File: config.mk
export PLATFORM = sky130hd
export DESIGN_NAME = instruction_fetch
export DESIGN_NICKNAME = d
export VERILOG_FILES = /design/src/rtl/instruction_fetch.sv
export SDC_FILE = /design/constraint.sdc
export NUM_CORES = 1
export LEC_CHECK = 0
export BUFFER_PORTS_ARGS = -buffer_cell sky130_fd_sc_hd__clkbuf_2
export CORE_AREA = 2 2 136 138
export CTS_BUF_LIST = sky130_fd_sc_hd__clkbuf_4 sky130_fd_sc_hd__clkbuf_8
export DETAILED_ROUTE_END_ITERATION = 8
export DIE_AREA = 0 0 138 140
export PLACE_DENSITY = 0.88
export SLEW_MARGIN = 25
export SYNTH_ARGS = -nofsm -noshare
export SYNTH_HDL_FRONTEND = slang
export SYNTH_SLANG_ARGS = --single-unit
File: constraint.sdc
create_clock -name clk -period 4.9 [get_ports clk]
set_clock_uncertainty 0.2 [all_clocks]
set_input_delay 0.735 -clock clk [delete_from_list [all_inputs] [get_ports clk]]
set_output_delay 0.735 -clock clk [all_outputs]
set_load 0.01 [all_outputs]
File: src/rtl/instruction_fetch.sv
// rtl/instruction_fetch.sv - Risco-5 fetch stage: word reads, 2-entry PC/instr buffer, redirect drain
// Optional macro IFETCH_ALIGN_CHECK_EN enables misaligned-redirect faulting.
module instruction_fetch #(
  parameter logic [31:0] RESET_VECTOR = 32'h0000_0000,
  parameter int          FIFO_DEPTH   = 2
) (
  input  logic        clk,
  input  logic        rst_n,
  input  logic        redirect_i,
  input  logic [31:0] redirect_pc_i,
  output logic        mem_req_o,
  output logic [31:0] mem_addr_o,
  input  logic        mem_ack_i,
  input  logic [31:0] mem_rdata_i,
  output logic        instr_valid_o,
  input  logic        instr_ready_i,
  output logic [31:0] instr_o,
  output logic [31:0] pc_o,
  output logic        fault_o
);
  localparam int AW = $clog2(FIFO_DEPTH);

  typedef enum logic [1:0] {BOOT = 2'd0, RUN = 2'd1, DRAIN = 2'd2, FAULT = 2'd3} state_t;

  state_t        state, state_nxt;
  logic [31:0]   fetch_pc, fetch_pc_nxt;
  logic [31:0]   pending_pc, pending_pc_nxt;
  logic          fault_pend, fault_pend_nxt;
  logic [31:0]   fifo_instr [FIFO_DEPTH];
  logic [31:0]   fifo_pc    [FIFO_DEPTH];
  logic [AW-1:0] rd_ptr, wr_ptr;
  logic [AW:0]   count;
  logic          full, push, pop;
  logic [31:0]   tgt;
  logic          misaligned;

`ifdef IFETCH_ALIGN_CHECK_EN
  assign tgt        = redirect_pc_i;
  assign misaligned = redirect_pc_i[1:0] != 2'b00;
  assign fault_o    = state == FAULT;
`else
  assign tgt        = redirect_pc_i & 32'hFFFF_FFFC;
  assign misaligned = 1'b0;
  assign fault_o    = 1'b0;
`endif

  assign full          = count == (AW+1)'(FIFO_DEPTH);
  assign instr_valid_o = count != '0;
  assign instr_o       = fifo_instr[rd_ptr];
  assign pc_o          = fifo_pc[rd_ptr];
  assign pop           = instr_valid_o & instr_ready_i & ~redirect_i;

  always_comb begin
    state_nxt      = state;
    fetch_pc_nxt   = fetch_pc;
    pending_pc_nxt = pending_pc;
    fault_pend_nxt = fault_pend;
    mem_req_o      = 1'b0;
    mem_addr_o     = fetch_pc;
    push           = 1'b0;
    case (state)
      BOOT: begin
        state_nxt = RUN;
        if (redirect_i) begin
          fetch_pc_nxt = tgt;
          if (misaligned) state_nxt = FAULT;
        end
      end
      RUN: begin
        mem_req_o = ~full;
        if (redirect_i) begin
          // An unacked request cannot be withdrawn; keep its address and drain it
          if (~full && !mem_ack_i) begin
            pending_pc_nxt = tgt;
            fault_pend_nxt = misaligned;
            state_nxt      = DRAIN;
          end else if (misaligned) begin
            state_nxt = FAULT;
          end else begin
            fetch_pc_nxt = tgt;
          end
        end else if (~full && mem_ack_i) begin
          push         = 1'b1;
          fetch_pc_nxt = fetch_pc + 32'd4;
        end
      end
      DRAIN: begin
        mem_req_o = 1'b1;
        if (redirect_i) begin
          pending_pc_nxt = tgt;
          fault_pend_nxt = misaligned;
        end
        if (mem_ack_i) begin
          fetch_pc_nxt = redirect_i ? tgt : pending_pc;
          state_nxt    = (redirect_i ? misaligned : fault_pend) ? FAULT : RUN;
        end
      end
      FAULT: begin
        if (redirect_i && !misaligned) begin
          fetch_pc_nxt = tgt;
          state_nxt    = RUN;
        end
      end
      default: state_nxt = BOOT;
    endcase
  end

  always_ff @(posedge clk or negedge rst_n) begin
    if (!rst_n) begin
      state      <= BOOT;
      fetch_pc   <= RESET_VECTOR;
      pending_pc <= RESET_VECTOR;
      fault_pend <= 1'b0;
      rd_ptr     <= '0;
      wr_ptr     <= '0;
      count      <= '0;
    end else begin
      state      <= state_nxt;
      fetch_pc   <= fetch_pc_nxt;
      pending_pc <= pending_pc_nxt;
      fault_pend <= fault_pend_nxt;
      if (redirect_i) begin
        rd_ptr <= '0;
        wr_ptr <= '0;
        count  <= '0;
      end else begin
        if (push) wr_ptr <= wr_ptr + 1'b1;
        if (pop)  rd_ptr <= rd_ptr + 1'b1;
        case ({push, pop})
          2'b10:   count <= count + 1'b1;
          2'b01:   count <= count - 1'b1;
          default: count <= count;
        endcase
      end
    end
  end

  always_ff @(posedge clk or negedge rst_n) begin
    if (!rst_n) begin
      for (int i = 0; i < FIFO_DEPTH; i++) begin
        fifo_instr[i] <= '0;
        fifo_pc[i]    <= '0;
      end
    end else if (push) begin
      fifo_instr[wr_ptr] <= mem_rdata_i;
      fifo_pc[wr_ptr]    <= fetch_pc;
    end
  end
endmodule

==> flow_metrics.env, run 1 <==
export IMPL_rsz0062_at_grt="no"
export IMPL_period_minus_slack_ps=3367
export IMPL_grt_antenna_before_repair=0
export IMPL_netlist_instances=789
export IMPL_worstHoldPathType="input port to asynchronous set/reset pin"
export IMPL_finalCritPeriodShare_pct=68.71
export IMPL_yosysMostFrequentCell="mux2_2"
export IMPL_place_inst=1140
export IMPL_cp_max_fo=43
export IMPL_cp_end_kind="primary output"
export IMPL_synthTopCellsByCount="mux2_2 (218), dfrtp_1 (199), o21ai_0 (46), nand2_1 (38), nor2_1 (33)"
export IMPL_cp_arrival_ps=2430
export IMPL_cts_root_buf="clkbuf_8"
export IMPL_route_detailed_drc=0
export IMPL_insertion_delay_ps=470
export IMPL_fp_dieArea_um2=19320
export IMPL_slowest_delay_ps=780
export IMPL_async_flop_share_pct=100.0
export IMPL_placed_area_um2=10670
export IMPL_drt_antenna_violating_nets=0
export IMPL_postCtsHoldBufs=0
export IMPL_worst_slew_pin_slew_ps=958.9
export IMPL_seq_area_frac_synth_pct=51.73
export IMPL_die_y_um=140
export IMPL_r2r_slack_ps=1850
export IMPL_cts_setup_buffers=0
export IMPL_place_hpwl_mm=15.33
export IMPL_start_util_pct=54.14
export IMPL_rows=49
export IMPL_endpoint="pc_o[3]"
export IMPL_final_area_um2=11070
export IMPL_drt_iter0_drc=550
export IMPL_maxSlewHeadroom_pct=36.07
export IMPL_syn_num_nets=863
export IMPL_syn_avg_cell_area_um2=12.20
export IMPL_core_area_um2=17780
export IMPL_yosys_cell_types_count=60
export IMPL_dr_wl_met3_mm=1.817
export IMPL_wl_met2_mm=10.79
export IMPL_die_x_um=138
export IMPL_setup_worst_path_class="flop to primary output"
export IMPL_r2r_end="mem_addr_o[13]"
export IMPL_status="complete, no violations"
export IMPL_syn_area_um2=9627
export IMPL_rr_worst_depth=7
export IMPL_layoutNonFillerInstCount=1172
export IMPL_wl_mm=22.50
export IMPL_synth_top_area_share_pct=51.73
export IMPL_m1WireLength_mm=9.558
export IMPL_cts_num_sinks=199
export IMPL_vias=7046
export IMPL_cts_max_level=4
export IMPL_layout_nets=1004
export IMPL_nFillCells=1374
export IMPL_fmax_mhz=297.0
export IMPL_synth_top_area_cell="dfrtp_1"
export IMPL_area_growth_pct=14.97
export IMPL_grt_pass1_wl_mm=36.48
export IMPL_r2r_start="state[0]"
export IMPL_synth_seq_cells=199
export IMPL_layout_drive_gt1_share_pct=46.87
export IMPL_io_buffers=164
export IMPL_ir_drop_v=0.0003241
export IMPL_cts_resized_gates=0
export IMPL_antenna_cells=0
export IMPL_crit_required_ps=3960
export IMPL_hold_viol=0
export IMPL_gp_congestion=0.8262
export IMPL_crit_path_start_kind="flop"
export IMPL_path_cells="buf_4, mux2_2, clkbuf_2"
export IMPL_track_usage_pct=23.34
export IMPL_slew_violations=0
export IMPL_cts_clk_slew_worst_paths_ps=100
export IMPL_first_pass_iters=7
export IMPL_vias_per_cell=6.012
export IMPL_startpoint="rd_ptr"
export IMPL_grt_pass1_vias=7020
export IMPL_ys_flop_type="dfrtp_1"
export IMPL_yosysWarnings=0
export IMPL_tritoncts="built"
export IMPL_io_pin_count=168
export IMPL_highest_signal_layer="met4"
export IMPL_leakage_nw=5.074
export IMPL_synthTopCellsByArea="dfrtp_1 (52%), mux2_2 (26%), o21ai_0 (2.4%), nand2_1 (1.5%), a21oi_1 (1.3%)"
export IMPL_synth_edf_count=0
export IMPL_numCtsBuffers=17
export IMPL_grt_max_degree=123
export IMPL_grt_overflow=0
export IMPL_slowest_stage="dfrtp_2"
export IMPL_tns_ps=0
export IMPL_power_density_nw_per_um2=608.2
export IMPL_maxCapViolCount=0
export IMPL_wl_per_cell_um=19.20
export IMPL_clock_path_buffers=2
export IMPL_finalSetupViolations=0
==> cell type report <==
cell class / count / area, um2 / area share (%)
repair buffers: 176 / 962.2 / 8.693
clock inverters: 11 / 113.9 / 1.029
well taps: 229 / 286.5 / 2.589
clock buffers: 21 / 270.3 / 2.442
multi-input cells: 525 / 4413 / 39.87
flip-flops and latches: 199 / 4981 / 45.00
inverters: 11 / 41.29 / 0.3731
==> sequential cells by signal, indices dropped and copies added, names as in the netlist <==
signal / count
wr_ptr: 1
mem_addr_o: 32
fault_pend: 1
state: 2
fifo_instr: 64
fifo_pc: 64
count: 2
pending_pc: 32
rd_ptr: 1
==> metal layers <==
metal  vias to the layer above  GRT usage, %
li1                       3224             -
met4                         0         6.176
met2                       292         38.69
met1                      3505         30.87
met3                        25         5.983
met5                         -             0
==> per-stage QoR <==
stage,setup WS (ps),util (%),total power [W],hold slack [ps]
floorplan,2324,-,0.004730,239.4
global placement,1562,59.96,0.005563,261.5
detailed placement,1515,60.03,0.005718,268.6
CTS,1466,62.19,0.006753,237.9
global route,1421,62.25,0.007157,204.8
finish,1533,62.25,0.006732,98.19
==> worst max-delay path, delay by kind of cell, from the launching register on <==
| family | cells | cell delay, ps |
|---|---|---|
| buffers and inverters | 2 | 740 |
| flip-flops | 1 | 780 |
| multiplexers | 1 | 400 |
==> placed cells by master (no fill, tap or decap), drive strengths merged, types with 3 or more instances in the layout <==
| cell type | count |
|---|---|
| o22a | 4 |
| mux2 | 218 |
| nor2 | 33 |
| ha | 5 |
| o2bb2ai | 5 |
| a221oi | 9 |
| nand3 | 9 |
| nand2 | 38 |
| mux2i | 3 |
| a222oi | 5 |
| nor2b | 5 |
| dfrtp | 199 |
| a221o | 11 |
| a22o | 10 |
| nor4 | 8 |
| buf | 13 |
| nor3 | 7 |
| a311oi | 3 |
| a22oi | 7 |
| nand4 | 10 |
| a21oi | 25 |
| nor3b | 4 |
| and2 | 7 |
| and4 | 4 |
| o21ai | 47 |
| clkinvlp | 4 |
| a31oi | 9 |
| o22ai | 3 |
| inv | 16 |
| and3 | 7 |
| clkbuf | 184 |
==> power breakdown <==
group          internal, W  switching, W  leakage [nW]
clock network     0.000443      0.000588         0.188
registers          0.00235      0.000569          2.49
logic              0.00141       0.00137          2.40
total              0.00421       0.00252          5.07
==> how the worst min path moves through the flow <==
stage / from / end / cells past startpoint
after floorplan: rst_n / count[0] / 0
after global placement: fifo_pc[0] / fifo_pc[0] / 2
after detailed placement: fifo_pc[1] / fifo_pc[1] / 2
after CTS: rst_n / fifo_instr[10] / 1
after global routing: rst_n / fifo_instr[0] / 1
final: rst_n / fifo_instr[4] / 1
==> cell families after synthesis <==
kind of cell / synth area share [%]
and+or+nand+nor: 7.434
xor gates and xnor gates: 0.1820
adders and majority gates: 0.6499
other: 0.03895
DFF: 51.73
muxes: 25.81
buffers and inverters: 2.703
AOI/OAI and AO/OA: 11.45
Note: power is estimated with default switching activity, not from simulation.
==> run 2, diff against run 1 <==
- clock period: 4.9 -> 3.53 ns (I/O delays scaled with it)
==> run 2 against run 1 <==
Net effect: total power rose by 39%; clock power increased by 33%; die area stayed put; register-to-register slack got worse by 1100 ps; flip-flop and latch count stayed put; utilization rose by 0.53 points; worst setup slack lost 900 ps; highest routed layer unchanged.
==> flow_metrics.env, run 2 (synthesis results as in run 1) <==
export IMPL_io_buffers=164
export IMPL_die_x_um=138
export IMPL_rsz0062_at_grt="no"
export IMPL_slowest_delay_ps=690
export IMPL_layout_drive_gt1_share_pct=47.38
export IMPL_antenna_cells=0
export IMPL_place_hpwl_mm=16.03
export IMPL_cts_setup_buffers=0
export IMPL_placed_area_um2=10780
export IMPL_io_pin_count=168
export IMPL_slowest_stage="ha_1"
export IMPL_die_y_um=140
export IMPL_final_area_um2=11160
export IMPL_mostFrequentLayoutCells="mux2_2 (218), dfrtp_1 (198), clkbuf_2 (163)"
export IMPL_cp_max_fo=20
export IMPL_place_inst=1152
export IMPL_crit_required_ps=2800
export IMPL_startpoint="state[0]"
export IMPL_cp_arrival_ps=2170
export IMPL_cts_num_sinks=199
export IMPL_area_growth_pct=15.95
export IMPL_crit_path_start_kind="flop"
export IMPL_status="complete, no violations"
export IMPL_finalSetupViolations=0
export IMPL_tritoncts="built"
export IMPL_layoutNonFillerInstCount=1185
export IMPL_clock_path_buffers=2
export IMPL_layout_commonest_cell="mux2_2"
export IMPL_vias=7127
export IMPL_numCtsBuffers=17
export IMPL_grt_overflow=0
export IMPL_slew_violations=0
export IMPL_grt_max_degree=91
export IMPL_power_density_nw_per_um2=839.3
export IMPL_rows=49
export IMPL_hold_viol=0
export IMPL_first_pass_iters=5
export IMPL_cts_root_buf="clkbuf_8"
export IMPL_period_minus_slack_ps=2897
export IMPL_maxSlewHeadroom_pct=44.87
export IMPL_wl_per_cell_um=19.56
export IMPL_fp_dieArea_um2=19320
export IMPL_leakage_nw=5.139
export IMPL_start_util_pct=54.14
export IMPL_tns_ps=0
export IMPL_layout_nets=1017
export IMPL_setup_worst_path_class="flop to primary output"
export IMPL_fmax_mhz=345.2
export IMPL_power_w=0.009368
export IMPL_grt_antenna_before_repair=0
export IMPL_drt_iter0_drc=739
export IMPL_path_cells="inv_1, ha_1, a21oi_1, nor2_1, clkbuf_2"
export IMPL_route_detailed_drc=0
export IMPL_wl_met2_mm=11.11
export IMPL_wl_mm=23.18
export IMPL_cts_clk_slew_worst_paths_ps=100
export IMPL_insertion_delay_ps=470
export IMPL_cts_max_level=4
export IMPL_cp_end_kind="primary output"
export IMPL_finalCritPeriodShare_pct=82.06
export IMPL_dr_wl_met3_mm=1.597
export IMPL_grt_pass1_wl_mm=37.80
export IMPL_cts_resized_gates=0
export IMPL_r2r_start="state[0]"
export IMPL_hold_slack_ps=107.7
export IMPL_worstHoldPathType="input port to flop"
export IMPL_rr_worst_depth=7
export IMPL_r2r_slack_ps=740
export IMPL_reg_largest_list="fifo_instr x64, fifo_pc x64"
export IMPL_core_area_um2=17780
export IMPL_highest_signal_layer="met4"
export IMPL_endpoint="mem_req_o"
export IMPL_r2r_end="mem_addr_o[13]"
export IMPL_gp_congestion=0.8859
export IMPL_worst_slew_pin_slew_ps=819.5
export IMPL_vias_per_cell=6.014
export IMPL_ir_drop_v=0.0005022
export IMPL_m1WireLength_mm=10.17
export IMPL_maxCapViolCount=0
export IMPL_drt_antenna_violating_nets=0
export IMPL_track_usage_pct=24.27
export IMPL_grt_pass1_vias=7082
-- run 2: what timing repair did --
action	CTS	global route
setup endpoints to repair	0	0
hold buffers	1	0
endpoints found under the hold margin	87	0
-- run 2: through the flow --
stage / setup slack (ps) / util, %
4_1_cts: 635.3 / 62.78
5_1_grt: 458.2 / 62.78
2_1_floorplan: 1035 / -
3_5_place_dp: 801.2 / 60.65
3_3_place_gp: 868.8 / 60.65
6_report: 633.2 / 62.78
-- run 2: worst max-delay path: cells and delay by family, from the launching register on --
kind	cells	cell delay, ps
AOI/OAI and AO/OA	1	170
and+or+nand+nor	1	140
buffers and inverters	2	250
DFF	1	450
adders and majority gates	1	690
-- run 2: worst min-delay path by stage --
stage,start,endpoint,cells after the start
2_1_floorplan,rst_n,count[0],0
3_3_place_gp,fifo_pc[1],fifo_pc[1],2
3_5_place_dp,fifo_pc[1],fifo_pc[1],2
4_1_cts,mem_rdata_i[26],fifo_instr[26],2
5_1_grt,mem_rdata_i[9],fifo_instr[9],2
6_report,mem_rdata_i[28],fifo_instr[28],2
-- run 2: final cells by class --
| type | instances | area [um2] |
|---|---|---|
| inverter | 11 | 41.29 |
| multi-input combinational | 525 | 4403 |
| clock buffer | 21 | 276.5 |
| fill | 1378 | 6618 |
| clock inverter | 11 | 91.34 |
| tap | 229 | 286.5 |
| timing repair buffer | 189 | 1082 |
| sequential | 199 | 4981 |
-- run 2: power breakdown --
part	switching, W	internal [W]	leakage (nW)
sequential	0.000795	0.00327	2.49
clock	0.000818	0.000554	0.182
combinational	0.00193	0.00200	2.47
total	0.00354	0.00583	5.14
-- run 2: metal layers --
metal  vias up  global-route usage (%)
met5         -                       0
met4         0                   6.015
met3        22                   6.085
met2       279                   39.55
met1      3565                   32.94
li1       3261                       -
